--- src/rtl/keypad_pkg.sv ---
// Shared types and constants for the 16-button keypad front end.
// Mode enum, note sentinel and a lowest-set-index helper.
package keypad_pkg;

    typedef enum logic [1:0] {
        MODE_SQUARE,
        MODE_SAW,
        MODE_TRI,
        MODE_SINE
    } mode_t;

    localparam logic [3:0] NOTE_NONE     = 4'hF;
    localparam int         MODE_KEY      = 15;
    localparam int         NUM_NOTE_KEYS = 15;

    function automatic logic [3:0] lowest_idx(
        input logic [NUM_NOTE_KEYS-1:0] v
    );
        logic [3:0] idx;
        idx = NOTE_NONE;
        for (int i = NUM_NOTE_KEYS - 1; i >= 0; i--) begin
            if (v[i]) idx = 4'(i);
        end
        return idx;
    endfunction

endpackage

--- src/rtl/key_debounce.sv ---
// One-bit synchroniser and debouncer for a raw push-button.
// Counters exist only when KEYPAD_DEBOUNCE_EN is defined.
module key_debounce #(
    parameter int DEBOUNCE_CYCLES = 4
) (
    input  logic clk,
    input  logic n_rst,
    input  logic pb_i,
    output logic deb_o
);

    logic sync1_q;
    logic sync2_q;
    logic deb_q;

`ifdef KEYPAD_DEBOUNCE_EN
    localparam int CNT_W = $clog2(DEBOUNCE_CYCLES + 1);

    logic [CNT_W-1:0] cnt_q;
    logic [CNT_W-1:0] cnt_d;
    logic             deb_d;

    // Any return to the settled value restarts the count.
    always_comb begin
        deb_d = deb_q;
        cnt_d = '0;
        if (sync2_q != deb_q) begin
            if (cnt_q == CNT_W'(DEBOUNCE_CYCLES - 1)) begin
                deb_d = sync2_q;
            end else begin
                cnt_d = cnt_q + 1'b1;
            end
        end
    end

    always_ff @(posedge clk or negedge n_rst) begin
        if (!n_rst) begin
            sync1_q <= 1'b0;
            sync2_q <= 1'b0;
            deb_q   <= 1'b0;
            cnt_q   <= '0;
        end else begin
            sync1_q <= pb_i;
            sync2_q <= sync1_q;
            deb_q   <= deb_d;
            cnt_q   <= cnt_d;
        end
    end
`else
    always_ff @(posedge clk or negedge n_rst) begin
        if (!n_rst) begin
            sync1_q <= 1'b0;
            sync2_q <= 1'b0;
            deb_q   <= 1'b0;
        end else begin
            sync1_q <= pb_i;
            sync2_q <= sync1_q;
            deb_q   <= sync2_q;
        end
    end
`endif

    assign deb_o = deb_q;

endmodule

--- src/rtl/key_mode_ctrl.sv ---
// Keypad front end: debounce, mode FSM on pb[15], last-pressed note arbiter.
// Debounce filtering is enabled by defining KEYPAD_DEBOUNCE_EN.
import keypad_pkg::*;

module key_mode_ctrl #(
    parameter int DEBOUNCE_CYCLES = 4
) (
    input  logic        clk,
    input  logic        n_rst,
    input  logic [15:0] pb,
    output logic [1:0]  mode,
    output logic        mode_change,
    output logic [3:0]  note,
    output logic        note_valid,
    output logic        note_start
);

    logic [15:0] deb;
    logic [15:0] deb_q;
    logic [15:0] rise;
    logic [15:0] held;

    for (genvar g = 0; g < 16; g++) begin : g_deb
        key_debounce #(
            .DEBOUNCE_CYCLES(DEBOUNCE_CYCLES)
        ) u_deb (
            .clk   (clk),
            .n_rst (n_rst),
            .pb_i  (pb[g]),
            .deb_o (deb[g])
        );
    end

    assign rise = deb & ~deb_q;
    // Bit 15 forced low so a NOTE_NONE index never reads the mode key.
    assign held = {1'b0, deb[NUM_NOTE_KEYS-1:0]};

    mode_t      mode_q, mode_d;
    logic       mode_change_q, mode_change_d;
    logic [3:0] note_q, note_d;
    logic       note_valid_q, note_valid_d;
    logic       note_start_q, note_start_d;

    always_comb begin
        mode_d        = mode_q;
        mode_change_d = 1'b0;
        if (rise[MODE_KEY]) begin
            mode_d        = mode_t'(mode_q + 2'd1);
            mode_change_d = 1'b1;
        end
    end

    always_comb begin
        note_d       = note_q;
        note_valid_d = note_valid_q;
        note_start_d = 1'b0;
        if (|rise[NUM_NOTE_KEYS-1:0]) begin
            note_d       = lowest_idx(rise[NUM_NOTE_KEYS-1:0]);
            note_valid_d = 1'b1;
            note_start_d = 1'b1;
        end else if (note_valid_q && !held[note_q]) begin
            note_d       = lowest_idx(deb[NUM_NOTE_KEYS-1:0]);
            note_valid_d = |deb[NUM_NOTE_KEYS-1:0];
            note_start_d = |deb[NUM_NOTE_KEYS-1:0];
        end
    end

    always_ff @(posedge clk or negedge n_rst) begin
        if (!n_rst) begin
            deb_q         <= '0;
            mode_q        <= MODE_SQUARE;
            mode_change_q <= 1'b0;
            note_q        <= NOTE_NONE;
            note_valid_q  <= 1'b0;
            note_start_q  <= 1'b0;
        end else begin
            deb_q         <= deb;
            mode_q        <= mode_d;
            mode_change_q <= mode_change_d;
            note_q        <= note_d;
            note_valid_q  <= note_valid_d;
            note_start_q  <= note_start_d;
        end
    end

    assign mode        = mode_q;
    assign mode_change = mode_change_q;
    assign note        = note_q;
    assign note_valid  = note_valid_q;
    assign note_start  = note_start_q;

endmodule

--- config.mk ---
export PLATFORM = sky130hd
export DESIGN_NAME = key_mode_ctrl
export DESIGN_NICKNAME = d
export VERILOG_FILES = /design/src/rtl/keypad_pkg.sv /design/src/rtl/key_debounce.sv /design/src/rtl/key_mode_ctrl.sv
export SDC_FILE = /design/constraint.sdc
export NUM_CORES = 1
export LEC_CHECK = 0
export BUFFER_PORTS_ARGS = -buffer_cell sky130_fd_sc_hd__buf_2
export CAP_MARGIN = 0
export CORE_MARGIN = 2
export CORE_UTILIZATION = 55
export DETAILED_ROUTE_END_ITERATION = 10
export HOLD_SLACK_MARGIN = 0.05
export PLACE_DENSITY = 0.75
export SLEW_MARGIN = 20
export SYNTH_ARGS = -nofsm -noshare
export SYNTH_HDL_FRONTEND = slang
export SYNTH_SLANG_ARGS = --single-unit
--- constraint.sdc ---
create_clock -name clk -period 2.9 [get_ports clk]
set_input_delay 0.58 -clock clk [delete_from_list [all_inputs] [get_ports clk]]
set_output_delay 0.58 -clock clk [all_outputs]
set_load 0.02 [all_outputs]
==> parameters.txt <==
Parameter                              Value

Yosys
  Seq cells post-synth    73
  Fraction of synthesized area in multiplexers    0.05276
  Post-synthesis share of cell area spent on xor and xnor gates    0.007035
  Gate Count Post-Synth    171
  Synth warn    0
  Cell Area, Synth    0.002490 sq mm
  Post-synthesis compound-gate area fraction    0.06935
  Syn Nets    189
  Share of synthesized area occupied by flip-flops and latches    0.7357
  Largest family of logic cells by synthesized area    simple AND/OR/NAND/NOR gates
  Count of different cell masters after synthesis    35
  Adder-cell area share of the yosys netlist    0
  Mean post-synth cell area    14.56 sq um
  Simple-gate portion of the synthesized area    0.1276

Timing
  Final worst-path cycle share    0.7620
  Worst-margin pin slew    702.5 ps
  Final-layout setup total negative slack    0 ps
  Final count of hold timing violations    0
  Setup repair after global routing missed its margin    false
  Final-report max-slew violation count    0
  Shortest clock period the worst path allows after layout    2210 ps
  Worst slew margin    0.5317
  Worst hold margin    284.6 ps
  Achievable clock frequency    ~0.45 GHz
  Worst clock skew    4.967 ps
  Number of setup violations in the final report    0

Clocking
  Post_cts resized    0
  Count of hold-fix buffers inserted at cts    0
  Number of levels the H-tree was split into    3
  CTS max path bufs    2
  TritonCTS Buffers    9
  CTS tree    done
  Clock slew at reported path FFs    around 70 ps
  Cell chosen for the clock root    sky130_fd_sc_hd__clkbuf_8
  Clk Latency, worst-skew pair    approximately 340 ps
  Post-CTS Setup Inserts    0
  Total number of clock tree sinks    73

Floorplanning
  Die Span Y    71.29 um
  Die area    between 0.005 and 0.006 sq mm
  Area of the core    0.004354 sq mm
  Total number of placement rows    24
  Die X    approximately 71 um
  Initial cell density of the core    0.5718
  I/O pin count    27

Detailed routing
  Uppermost metal layer occupied by signal nets    met4
  Wire length per cell    between 15 and 20 um
  DR iter-0 viols    97
  Total wire length after detailed routing    around 4200 um
  Final ANT Viol Nets    0
  Met1 routed wirelength after detailed routing    ~1700 um
  Wire length on met3    235 um
  Met2 routed wirelength    2018 um
  Via-per-instance ratio    5.438
  Remaining routing DRC violations    0
  Vias after detailed routing    approximately 1400
  Number of detailed-route iterations in the first pass    4

Power and ir drop
  Power consumption    between 2 and 2.5 mW
  Leakage power    approximately 1.3 nW
  Switching power total    ~0.50 mW
  Clock network fraction of total power    0.338
  Switching power as a share of total power    0.2507
  Max IR drop VDD    approximately 0.5 mV
  Part of the power in combinational logic    0.094
  Reg power frac    0.569
  Power per cell area    699.4 mW/mm^2
  Internal power    roughly 1.5 mW

Setup path
  Data required time at the worst endpoint    3160 ps
  Slowest CP cell    sky130_fd_sc_hd__dfstp_2
  Crit end category    register
  Cells on worst reg2reg path    5
  Nature of the critical path startpoint    register
  Maximum single-stage delay on the critical path    620 ps
  Reg-to-reg endpoint    note[0]
  Arrival @ worst endpoint    2470 ps
  Critical path start-end classification    register to register
  Slack of the worst reg-to-reg path    690 ps
  Start of the worst register-to-register path    note[1]
  Max Fanout on Critical Path    7
  Critical Path, Cell by Cell    mux4_2 > o211ai_2 > nand4_2 > mux2_1 > mux2_2

Placed design
  DP Wirelength    slightly below 3000 um
  Routability cong.    about 0.83
  Total placed cells including tap cells    ~250
  Buffers on Ports    26
  Post-placement cell area    0.002694 sq mm

Cells and area
  Ratio of cells with drive above 1 in the final layout    0.2535
  Fill cell instance count of the final layout    ~310
  Total number of nets in the final design    226
  Post-route non-filler standard cell count    roughly 270
  Finished Cell Area    0.002867 sq mm
  Layout overhead on the synthesized area    15.13%
  Number of antenna cells inserted    0

Status
  Status    complete, no violations

Run
  Maximum capacitance violations    0

Min path
  Min-Delay Path Class    input pin to async pin

GRT
  Overall overflow remaining after global route    0
  Total Routing Usage GR    0.1887
  Largest net degree at the start of global routing    between 40 and 50
  Number of global-route vias before repair    1436
  Antenna violations before repair    0
  Wire length of the first global-routing pass    6886 um
cell type report:
| cell class | count | area (sq um) | share of cell area |
|---|---|---|---|
| clock inverter | 5 | 31.28 | 0.01091 |
| multi-input combinational | 95 | 639.4 | 0.2230 |
| inverter | 2 | 7.507 | 0.002619 |
| sequential | 73 | 1832 | 0.6390 |
| tap | 52 | 65.06 | 0.02270 |
| clock buffer | 11 | 141.4 | 0.04932 |
| timing repair buffer | 27 | 150.1 | 0.05238 |
power groups by stage:
stage / Combinational (mW) / Sequential [mW] / Clock [mW]
3_3_place_gp: 0.184 / 1.15 / 0
4_1_cts: 0.191 / 1.14 / 0.704
2_1_floorplan: 0.0954 / 1.17 / 0
6_report: 0.188 / 1.14 / 0.677
3_5_place_dp: 0.190 / 1.16 / 0
5_1_grt: 0.206 / 1.15 / 0.745
how the worst max path moves through the flow:
stage	cells past startpoint	slack, ps	end	start
after detailed placement	5	710	note[0]	note[1]
final	5	690	note[0]	note[1]
after global routing	5	610	note[0]	note[1]
after global placement	5	790	note[0]	note[1]
after floorplan	6	710	note[0]	note[1]
after CTS	5	690	note[0]	note[1]
stage by stage:
stage | setup slack [ps] | util
final | 690.2 | 0.6583
after global routing | 606.0 | 0.6583
after CTS | 690.3 | 0.6583
after detailed placement | 707.6 | 0.6187
after global placement | 790.2 | 0.6187
after floorplan | 705.7 | -
worst max-delay path, delay by kind of cell, from the launching register on:
kind / cells / cell delay [ps]
DFF: 1 / 620
muxes: 3 / 1160
AOI/OAI and AO/OA: 1 / 170
and+or+nand+nor: 1 / 190
cell families (layout without fill, tap and decap cells):
| logic type | after synthesis | count (layout) |
|---|---|---|
| AOI/OAI and AO/OA | 25 | 25 |
| xor gates and xnor gates | 2 | 2 |
| buffers and inverters | 3 | 45 |
| DFF | 73 | 73 |
| muxes | 9 | 9 |
| and+or+nand+nor | 59 | 59 |
layout by cell type (no fill, tap or decap), types with 2 or more instances in the layout:
cell and instances:
sky130_fd_sc_hd__a31oi_1 2, sky130_fd_sc_hd__mux2_2 2, sky130_fd_sc_hd__nor4_1 5, sky130_fd_sc_hd__nand3_1 2, sky130_fd_sc_hd__nor2_1 14, sky130_fd_sc_hd__nor2b_1 19
sky130_fd_sc_hd__buf_2 26, sky130_fd_sc_hd__o31ai_1 3, sky130_fd_sc_hd__a21boi_0 2, sky130_fd_sc_hd__inv_1 2, sky130_fd_sc_hd__dfstp_2 4, sky130_fd_sc_hd__clkinv_2 3
sky130_fd_sc_hd__o21ai_0 4, sky130_fd_sc_hd__nor3_1 2, sky130_fd_sc_hd__nand2_1 8, sky130_fd_sc_hd__mux4_2 3, sky130_fd_sc_hd__mux2i_1 3, sky130_fd_sc_hd__nand2b_1 4
sky130_fd_sc_hd__dfrtp_1 69, sky130_fd_sc_hd__a21oi_1 6, sky130_fd_sc_hd__clkbuf_8 10
synth_stat cells (all sizes together):
master	number	area [sq um]
o211ai	1	12.51
o21ba	1	10.01
nand2b	4	25.02
buf	1	11.26
nor2	14	52.55
o21bai	1	7.510
mux2	3	33.78
a211oi	1	7.510
nor3b	1	7.510
xnor2	1	8.760
o31ai	3	22.52
nor3	2	10.01
nand3b	1	7.510
a2111oi	1	8.760
dfstp	4	105.1
xor2	1	8.760
o221ai	1	8.760
nor2b	19	118.9
mux2i	3	30.03
a21oi	6	30.03
nand3	2	10.01
o21ai	4	20.02
nand2	8	30.03
nor4	5	31.28
a32oi	1	8.760
or3	1	6.260
mux4	3	67.56
dfrtp	69	1727
a21boi	2	15.01
a31oi	2	12.51
o31a	1	8.760
and3	1	6.260
nand4	1	12.51
inv	2	7.510
state kept, by name, indices dropped and copies added (netlist names):
register,count
mode_change,1
g_deb.u_deb.deb_o,16
note_start,1
deb_q,16
g_deb.u_deb.sync1_q,16
mode,2
note_valid,1
note,4
g_deb.u_deb.sync2_q,16
routing by layer:
layer,vias up,GRT usage
met2,46,0.2685
li1,665,-
met1,716,0.2422
met4,0,0.1111
met5,-,0
met3,14,0.08298
No activity file was read; power rests on OpenSTA's default activity.
